==> config.mk <==
export PLATFORM = sky130hd
export DESIGN_NAME = pueo_trig_collector
export DESIGN_NICKNAME = d
export VERILOG_FILES = /design/src/rtl/pueo_trig_pkg.sv /design/src/rtl/pueo_trig_collector_fifo.sv /design/src/rtl/pueo_trig_collector.sv
export SDC_FILE = /design/constraint.sdc
export NUM_CORES = 1
export LEC_CHECK = 0
export CAP_MARGIN = 20
export CORE_ASPECT_RATIO = 1.1
export CORE_MARGIN = 5
export CORE_UTILIZATION = 55
export CTS_BUF_LIST = sky130_fd_sc_hd__clkbuf_16
export DETAILED_ROUTE_END_ITERATION = 7
export GPL_TIMING_DRIVEN = 0
export PLACE_DENSITY_LB_ADDON = 0.12
export SLEW_MARGIN = 20
export SYNTH_ARGS = -nofsm -noshare
export SYNTH_HDL_FRONTEND = slang
export SYNTH_HIERARCHICAL = 1
export SYNTH_SLANG_ARGS = --single-unit
==> constraint.sdc <==
create_clock -name sysclk_i -period 12.3 [get_ports sysclk_i]
set_input_delay 2.46 -clock sysclk_i [delete_from_list [all_inputs] [get_ports sysclk_i]]
set_output_delay 2.46 -clock sysclk_i [all_outputs]
set_load 0.05 [all_outputs]
==> src/rtl/pueo_trig_pkg.sv <==
// Shared constants for the PUEO trigger collector: output word field
// offsets, SURF hit-flag position and auxiliary source indices.
package pueo_trig_pkg;

  localparam int unsigned AUX_SOFT = 0;
  localparam int unsigned AUX_PPS  = 1;
  localparam int unsigned AUX_EXT  = 2;

  // Candidate word is {aux_hit, surf_hit, time}, time in the LSBs.
  function automatic int unsigned time_lsb();
    return 0;
  endfunction

  function automatic int unsigned surf_lsb(input int unsigned time_bits);
    return time_bits;
  endfunction

  function automatic int unsigned aux_lsb(input int unsigned nsurf, input int unsigned time_bits);
    return nsurf + time_bits;
  endfunction

  function automatic int unsigned hit_bit(input int unsigned nbit);
    return nbit - 1;
  endfunction

endpackage

==> src/rtl/pueo_trig_collector_fifo.sv <==
// Synchronous first-word-fall-through FIFO for trigger candidates.
// Push and pop together at full is legal: the popped slot takes the new word.
module trig_cand_fifo #(
  parameter int unsigned WIDTH = 67,
  parameter int unsigned DEPTH = 16
) (
  input  logic             clk_i,
  input  logic             rst_i,
  input  logic             push_i,
  input  logic [WIDTH-1:0] wdata_i,
  input  logic             pop_i,
  output logic [WIDTH-1:0] rdata_o,
  output logic             full_o,
  output logic             empty_o
);

  localparam int unsigned AW = $clog2(DEPTH);

  logic [WIDTH-1:0] mem_q [DEPTH];
  logic [AW:0]      wr_q, wr_d, rd_q, rd_d;
  logic             do_push, do_pop;

  always_comb begin
    empty_o = (wr_q == rd_q);
    full_o  = (wr_q[AW] != rd_q[AW]) && (wr_q[AW-1:0] == rd_q[AW-1:0]);
    do_pop  = pop_i & ~empty_o;
    do_push = push_i & (~full_o | do_pop);
    wr_d    = do_push ? wr_q + 1'b1 : wr_q;
    rd_d    = do_pop  ? rd_q + 1'b1 : rd_q;
    rdata_o = empty_o ? '0 : mem_q[rd_q[AW-1:0]];
  end

  always_ff @(posedge clk_i) begin
    if (rst_i) begin
      wr_q <= '0;
      rd_q <= '0;
    end else begin
      wr_q <= wr_d;
      rd_q <= rd_d;
    end
  end

  always_ff @(posedge clk_i) begin
    if (do_push) mem_q[wr_q[AW-1:0]] <= wdata_i;
  end

endmodule

==> src/rtl/pueo_trig_collector.sv <==
// Merges masked SURF trigger beats with offset-corrected aux pulses, applies
// holdoff and queues timestamped candidates onto an AXI4-S stream.
module pueo_trig_collector
  import pueo_trig_pkg::*;
#(
  parameter int unsigned NSURF       = 32,
  parameter int unsigned NBIT        = 16,
  parameter int unsigned NAUX        = 3,
  parameter int unsigned TIME_BITS   = 32,
  parameter int unsigned OFFSET_BITS = 16,
  parameter int unsigned FIFO_DEPTH  = 16,
  localparam int unsigned OUTW       = NAUX + NSURF + TIME_BITS
) (
  input  logic                        sysclk_i,
  input  logic                        rst_i,
  input  logic                        run_en_i,
  input  logic [NSURF*NBIT-1:0]       trig_dat_i,
  input  logic                        trig_dat_valid_i,
  input  logic [NSURF-1:0]            trigmask_i,
  input  logic [NAUX-1:0]             aux_trig_i,
  input  logic [NAUX-1:0]             aux_en_i,
  input  logic [NAUX*OFFSET_BITS-1:0] aux_offset_i,
  input  logic [TIME_BITS-1:0]        cur_time_i,
  input  logic [15:0]                 holdoff_i,
  output logic [OUTW-1:0]             trig_tdata,
  output logic                        trig_tvalid,
  input  logic                        trig_tready,
  output logic                        overflow_o,
  output logic [15:0]                 dropped_o,
  output logic [31:0]                 accepted_o
);

  localparam int unsigned TIME_LSB = time_lsb();
  localparam int unsigned SURF_LSB = surf_lsb(TIME_BITS);
  localparam int unsigned AUX_LSB  = aux_lsb(NSURF, TIME_BITS);
  localparam int unsigned HIT_BIT  = hit_bit(NBIT);

  logic                 flush_q, flush_d;
  logic [NSURF-1:0]     surf_hit_q, surf_hit_d;
  logic [TIME_BITS-1:0] beat_time_q, beat_time_d;
  logic [NAUX-1:0]      aux_pend_q, aux_pend_d, aux_keep;
  logic [TIME_BITS-1:0] aux_time_q [NAUX];
  logic [TIME_BITS-1:0] aux_time_d [NAUX];
  logic                 cand_vld_q, cand_vld_d;
  logic [OUTW-1:0]      cand_dat_q, cand_dat_d;
  logic [TIME_BITS-1:0] cand_time;
  logic                 aux_found;
  logic [15:0]          hold_q, hold_d, dropped_q, dropped_d;
  logic [31:0]          accepted_q, accepted_d;
  logic                 overflow_q, overflow_d;
  logic                 fifo_push, fifo_pop, fifo_full, fifo_empty;
  logic                 unused_dat;

  // Only the hit flag of each SURF word is consumed.
  assign unused_dat = ^trig_dat_i;

  always_comb begin
    flush_d     = trig_dat_valid_i;
    surf_hit_d  = surf_hit_q;
    beat_time_d = beat_time_q;
    if (trig_dat_valid_i) begin
      beat_time_d = cur_time_i;
      for (int unsigned k = 0; k < NSURF; k++)
        surf_hit_d[k] = trig_dat_i[k*NBIT + HIT_BIT] & ~trigmask_i[k];
    end

    // The flush cycle clears the window; a pulse on it opens the next one.
    aux_keep = flush_q ? '0 : aux_pend_q;
    for (int unsigned i = 0; i < NAUX; i++) begin
      aux_pend_d[i] = aux_keep[i];
      aux_time_d[i] = aux_time_q[i];
      if (aux_trig_i[i] & aux_en_i[i] & ~aux_keep[i]) begin
        aux_pend_d[i] = 1'b1;
        aux_time_d[i] = cur_time_i - TIME_BITS'(aux_offset_i[i*OFFSET_BITS +: OFFSET_BITS]);
      end
    end

    cand_time = '0;
    aux_found = 1'b0;
    for (int unsigned i = 0; i < NAUX; i++) begin
      if (aux_pend_q[i] && !aux_found) begin
        cand_time = aux_time_q[i];
        aux_found = 1'b1;
      end
    end
    if (|surf_hit_q) cand_time = beat_time_q;

    cand_vld_d = flush_q & run_en_i & ((|surf_hit_q) | (|aux_pend_q));
    cand_dat_d = '0;
    cand_dat_d[TIME_LSB +: TIME_BITS] = cand_time;
    cand_dat_d[SURF_LSB +: NSURF]     = surf_hit_q;
    cand_dat_d[AUX_LSB +: NAUX]       = aux_pend_q;

    fifo_pop   = trig_tvalid & trig_tready;
    fifo_push  = 1'b0;
    hold_d     = (hold_q != '0) ? hold_q - 16'd1 : hold_q;
    dropped_d  = dropped_q;
    accepted_d = accepted_q;
    overflow_d = overflow_q;
    if (cand_vld_q) begin
      if (hold_q != '0) begin
        if (dropped_q != '1) dropped_d = dropped_q + 16'd1;
      end else if (fifo_full & ~fifo_pop) begin
        overflow_d = 1'b1;
      end else begin
        fifo_push  = 1'b1;
        accepted_d = accepted_q + 32'd1;
        hold_d     = holdoff_i;
      end
    end
  end

  always_ff @(posedge sysclk_i) begin
    if (rst_i) begin
      flush_q     <= 1'b0;
      surf_hit_q  <= '0;
      beat_time_q <= '0;
      aux_pend_q  <= '0;
      for (int unsigned i = 0; i < NAUX; i++) aux_time_q[i] <= '0;
      cand_vld_q  <= 1'b0;
      cand_dat_q  <= '0;
      hold_q      <= '0;
      dropped_q   <= '0;
      accepted_q  <= '0;
      overflow_q  <= 1'b0;
    end else begin
      flush_q     <= flush_d;
      surf_hit_q  <= surf_hit_d;
      beat_time_q <= beat_time_d;
      aux_pend_q  <= aux_pend_d;
      for (int unsigned i = 0; i < NAUX; i++) aux_time_q[i] <= aux_time_d[i];
      cand_vld_q  <= cand_vld_d;
      cand_dat_q  <= cand_dat_d;
      hold_q      <= hold_d;
      dropped_q   <= dropped_d;
      accepted_q  <= accepted_d;
      overflow_q  <= overflow_d;
    end
  end

  trig_cand_fifo #(
    .WIDTH (OUTW),
    .DEPTH (FIFO_DEPTH)
  ) u_fifo (
    .clk_i   (sysclk_i),
    .rst_i   (rst_i),
    .push_i  (fifo_push),
    .wdata_i (cand_dat_q),
    .pop_i   (fifo_pop),
    .rdata_o (trig_tdata),
    .full_o  (fifo_full),
    .empty_o (fifo_empty)
  );

  assign trig_tvalid = ~fifo_empty;
  assign overflow_o  = overflow_q;
  assign dropped_o   = dropped_q;
  assign accepted_o  = accepted_q;

endmodule

==> impl_metrics.yaml, run 1 <==
placed_design:
  dp_slack_ns: 5.30
  hpwlAfterDp_um: 110000
  gp_congestion: 0.926
  placed_area_um2: 61500
  place_inst: 5307
  io_buffers: 274
sta:
  tightest_slew_ns: 1.15
  finalCritPeriodShare_pct: 60.2
  whs_ns: 0.451
  setup_viol: 0
  slew_viol_final: 0
  finalHoldViolCount: 0
  fin_skew_ns: 0.0299
  fin_ws_ns: 4.90
  max_freq_ghz: 0.135
  period_minus_slack_ns: 7.40
  tns_ns: 0
  slew_headroom_pct: 23.6
  rsz0062_at_grt: "no"
synthesis:
  postSynth.asyncResetShare_pct: 0
  yosysMostFrequentCell: "edfxtp_1"
  synthCells: 3615
  netlist.area_leader.share_pct: 57.5
  syn_nets: 4326
  synth_area_per_cell_um2: 15.5
  synth_area_um2: 56000
  synth_edf_count: 1072
  synth_area_leaders: "edfxtp_1 (58%), dfxtp_1 (11%), mux4_2 (11%)"
  synth.top_cells.by_count: "edfxtp_1 (1072), dfxtp_1 (311), nor2_1 (270)"
  synth_area_leader_cell: "edfxtp_1"
  yosysSeqAreaShare_pct: 68.6
  ys_ff_latch: 1383
  ys_types: 75
  yosys_most_used_dff: "edfxtp_1"
  yosysWarnings: 6
die:
  ios: 768
  die_h_um: 345
  initial_core_util_pct: 55.5
  fp.dieW_um: 314
  rows: 122
  coreArea_um2: 101000
  die_area_um2: 108000
detailed_routing:
  wl_met1_um: 60300
  drt_pass1_iterations: 5
  drt_iter0_markers: 3821
  via_count: 34300
  drcViolationCount: 0
  post_drt_via_cell_ratio: 6.16
  wl_per_cell_um: 28.7
  wl_met3_um: 14600
  highest_layer: "met5"
  routed_wl_um: 160000
  dr_wl_met2_um: 78800
  ant_nets: 0
setup_path:
  cp_num_buf_inv: 4
  crit_chain: "buf_2, or2_2, buf_1, clkbuf_1, o22ai_1, nor3_1, clkdlybuf4s50_1"
  path_max_fanout: 10
  arrival_ns: 4.94
  cp_slowest_cell: "clkdlybuf4s50_1"
  critPathLaunchType: "flop"
  setup.worst_path.end_class: "output pin"
  crit_family: "buffers and inverters"
  cp.depth: 7
  worstSetupPathType: "reg -> out"
  cpPeakStageDelay_ns: 0.95
  cp.required_ns: 9.84
  reg2reg_depth: 19
outcome:
  status: "finished, final reports clean"
cts:
  cts_setup_buffers: 0
  h-tree-depth: 4
  worstSkewPairLatency_ns: 0.74
  cts_resized: 0
  clk_pin_slew_ns: 0.07
  cts_made_buffers: 135
  ctsHoldBuffers: 0
  clkSinkCount: 1383
  cts_buffer_depth: 3
  cts-root-buf: "clkbuf_16"
  cts_tree: "yes"
finish:
  area_growth_pct: 17.7
  final_nets: 4791
  final_cells: 5571
  utilization_pct: 65.3
  drive_above_1_share_pct: 14.7
  design_area_um2: 65900
grt:
  grt_usage_pct: 29.4
  antenna_found_initial: 13
  first_global_vias: 34100
  grt_max_degree: 37
  grt_pass1_wl_um: 230000
  overflow: 0
power_and_ir_drop:
  powerDensity_nw_per_um2: 148
  p_total_mw: 9.75
  power_leakage_nw: 22.3
  peakVddDrop_mv: 0.138
job:
  cap_viol_max_count: 0
min_path:
  min_path_cells: 2
  hp-class: "reg -> reg"
layout make-up:
cell class	instances	area (µm²)
Clock buffer	141	3530
Timing Repair Buffer	328	3710
Clock inverter	106	815
Multi-Input combinational cell	1957	16500
Antenna cell	17	42.5
Tap cell	1364	1710
Sequential cell	1383	38400
Buffer	211	903
Inverter	64	241
Fill cell	7150	35000
report_power, final:
part / switching (mW) / total [mW] / internal, mW
registers: 0.0637 / 5.13 / 5.07
clock network: 1.74 / 4.05 / 2.31
logic: 0.353 / 0.577 / 0.224
cells in the final DEF (no fill, tap or decap), types with 21 or more instances in the layout:
| cell | synthesis | final |
|---|---|---|
| mux4_2 | 268 | 268 |
| nand2_1 | 191 | 191 |
| xor2_1 | 60 | 60 |
| clkbuf_16 | 0 | 141 |
| nor2_1 | 270 | 270 |
| clkdlybuf4s50_1 | 0 | 274 |
| nand2b_1 | 53 | 53 |
| edfxtp_1 | 1072 | 1072 |
| nor2b_1 | 53 | 52 |
| a211oi_1 | 59 | 59 |
| mux2i_1 | 69 | 69 |
| nand3b_1 | 43 | 43 |
| nand3_1 | 55 | 55 |
| or3_1 | 22 | 22 |
| buf_2 | 56 | 56 |
| clkbuf_1 | 134 | 134 |
| dfxtp_1 | 311 | 311 |
| nand4_1 | 21 | 21 |
| o22ai_1 | 135 | 135 |
| xnor2_1 | 62 | 62 |
| o21ai_0 | 78 | 78 |
| nor4_1 | 25 | 25 |
| ha_1 | 57 | 57 |
| inv_1 | 63 | 92 |
| a21oi_1 | 148 | 147 |
| clkinv_1 | 0 | 30 |
| nor3_1 | 91 | 90 |
worst paths after layout:
path / start / endpoint / slack [ns]
worst min register to register: aux_time_q[0][11] / aux_time_q[0][11] / 0.45
worst max-delay path: flop / trig_tdata[53] / 4.90
worst max register to register: u_fifo/wr_q[0] / u_fifo/mem_q[11][45] / 6.47
worst min-delay path: aux_time_q[0][11] / aux_time_q[0][11] / 0.45
cells by family after synthesis:
logic type      after synthesis  share of synthesized area, %
compound gates              534                          5.97
buf+inv                     275                          2.04
flops                      1383                          68.6
xor+xnor                    122                          1.91
fa+ha+maj                    60                          1.38
mux                         338                          12.0
simple gates                903                          8.03
worst min-delay path, stage by stage, from the launching register on:
cell and delay, ns:
dfxtp_1 0.31, nand2_1 0.05, a21oi_1 0.05
metal layers:
layer  global-route usage (%)  vias up
met5                        0        -
met4                     10.8        8
met3                     5.86      287
met2                     49.6     1776
met1                     38.5    17300
li1                         -    15000
flip-flops by register name (all words and copies together) (netlist names), 3 cells and up, named ones only:
register	flops
u_fifo/rd_q	5
cand_dat_q	67
surf_hit_q	32
aux_pend_q	3
hold_q	16
dropped_o	16
accepted_o	32
u_fifo/mem_q	1072
beat_time_q	32
u_fifo/wr_q	5
aux_time_q	96
No activity file was read; power rests on OpenSTA's default activity.
==> run 2: changes to the inputs <==
CORE_UTILIZATION = 50   (was 55)
clock period = 6.7 ns   (was 12.3 ns; I/O delays follow)
==> run 2 against run 1 <==
Effect of this change: critical path depth stayed put; worst setup slack worse by 4.3 ns; final area is 0.21% higher; flip-flop and latch count unchanged; global-route usage is 2.9 points lower; sequential power up 84%; via count fell by 0.98%; final cell count is 2.1% higher; critical path type unchanged.
==> impl_metrics.yaml, run 2 (synthesis results as in run 1) <==
sta:
  finalCritPeriodShare_pct: 91.6
  finalHoldViolCount: 0
  slew_headroom_pct: 22.4
  slew_viol_final: 0
  setup_viol: 0
  tns_ns: 0
  fin_ws_ns: 0.564
  tightest_slew_ns: 1.16
  period_minus_slack_ns: 6.14
  rsz0062_at_grt: "no"
  fin_skew_ns: 0.0279
  max_freq_ghz: 0.163
placed_design:
  io_buffers: 274
  hpwlAfterDp_um: 106000
  dp_slack_ns: 0.935
  gp_congestion: 0.890
  placed_area_um2: 61700
setup_path:
  arrival_ns: 4.80
  path_max_fanout: 10
  critPathLaunchType: "flop"
  setup.worst_path.end_class: "output pin"
  worstSetupPathType: "reg -> out"
  cpPeakStageDelay_ns: 0.95
  crit_chain: "buf_2, or2_2, buf_1, clkbuf_1, o22ai_1, nor3_1, clkdlybuf4s50_1"
  cp_num_buf_inv: 4
  cp.required_ns: 5.36
  cp_slowest_cell: "clkdlybuf4s50_1"
  crit_family: "buffers and inverters"
detailed_routing:
  drt_iter0_markers: 3170
  post_drt_via_cell_ratio: 5.98
  ant_nets: 0
  routed_wl_um: 158000
  wl_per_cell_um: 27.7
  via_count: 34000
  drt_pass1_iterations: 7
  drcViolationCount: 0
grt:
  grt_usage_pct: 26.5
  grt_max_degree: 36
  antenna_found_initial: 2
  first_global_vias: 34300
  grt_pass1_wl_um: 230000
  overflow: 0
power_and_ir_drop:
  intPower_mw: 13.9
  powerDensity_nw_per_um2: 270
  peakVddDrop_mv: 0.199
  swShare_pct: 22.2
  p_clk_share_pct: 41.5
  pwr-share-comb_pct: 5.8
  p_total_mw: 17.9
  p_switching_mw: 3.96
  power_frac_seq_pct: 52.8
  power_leakage_nw: 22.3
die:
  die_h_um: 361
  coreArea_um2: 111000
  initial_core_util_pct: 50.4
  fp.dieW_um: 329
  ios: 768
  rows: 128
  die_area_um2: 119000
cts:
  h-tree-depth: 4
  ctsHoldBuffers: 0
  cts_setup_buffers: 0
  clk_pin_slew_ns: 0.06
  cts_made_buffers: 140
  clkSinkCount: 1383
  cts-root-buf: "clkbuf_16"
  worstSkewPairLatency_ns: 0.75
  cts_tree: "yes"
  cts_buffer_depth: 3
  cts_resized: 0
finish:
  design_area_um2: 66000
  final_nets: 4788
  largest_register_ffs: 1072
  drive_above_1_share_pct: 14.5
  mostFrequentLayoutCell: "edfxtp_1"
  layout_common_cells: "edfxtp_1 (1072), dfxtp_1 (311), clkdlybuf4s50_1 (274), nor2_1 (270), mux4_2 (268)"
  area_growth_pct: 17.9
outcome:
  status: "finished, final reports clean"
job:
  cap_viol_max_count: 0
min_path:
  hp-class: "reg -> reg"
[run 2: cell types whose count changed in the layout (fill, tap and decap cells not counted), moves of 5 or more]
cell and delta:
clkinvlp_4 -9, diode_2 -15, clkinv_2 +8, buf_8 +10, inv_1 +11, buf_4 -14, buf_6 -5
[run 2: worst register-to-register path, delay by kind of cell, from the launching register on]
| kind | cells | cell delay (ns) |
|---|---|---|
| buf+inv | 9 | 2.40 |
| flops | 1 | 0.30 |
| simple gates | 5 | 1.34 |
| xor+xnor | 1 | 0.27 |
| compound gates | 2 | 1.17 |
[run 2: per-layer routing]
layer / global-route usage (%) / routed length (µm)
met2: 44.4 / 78300
met4: 6.79 / 3790
met3: 5.24 / 12900
met1: 35.9 / 62800
met5: 0 / 13
[run 2: path summary, 6_finish.rpt]
| kind | start | to | slack (ns) | cells past startpoint |
|---|---|---|---|---|
| min | aux_time_q[0][45] | aux_time_q[0][45] | 0.46 | 2 |
| max | flop | trig_tdata[12] | 0.56 | 7 |
| min reg2reg | aux_time_q[0][45] | aux_time_q[0][45] | 0.46 | 2 |
| max reg2reg | u_fifo/wr_q[2] | u_fifo/mem_q[6][57] | 0.88 | 17 |
[run 2: per-stage QoR]
step / util (%) / cells / hold slack, ns
6_report: 59.5 / 5687 / 0.455
3_3_place_gp: 54.6 / 5384 / 0.439
3_5_place_dp: 55.6 / 5430 / 0.447
2_1_floorplan: - / 3615 / 0.432
5_1_grt: 59.5 / 5685 / 0.472
4_1_cts: 59.5 / 5685 / 0.456
[run 2: final cells by class]
class / instances / area, µm²
Buffer: 211 / 908
Multi-Input combinational cell: 1957 / 16500
Inverter: 64 / 241
Clock buffer: 145 / 3630
Sequential cell: 1383 / 38400
Clock inverter: 110 / 687
Tap cell: 1495 / 1870
Timing Repair Buffer: 320 / 3740
Antenna cell: 2 / 5.00
Fill cell: 8681 / 45000
[run 2: power groups by stage]
stage               combinational (mW)  sequential [mW]  clock, mW
floorplan                        0.654             9.56          0
global placement                  1.02             9.59          0
detailed placement                1.03             9.60          0
CTS                               1.03             9.42       7.51
global route                      1.13             9.43       7.88
finish                            1.03             9.42       7.40
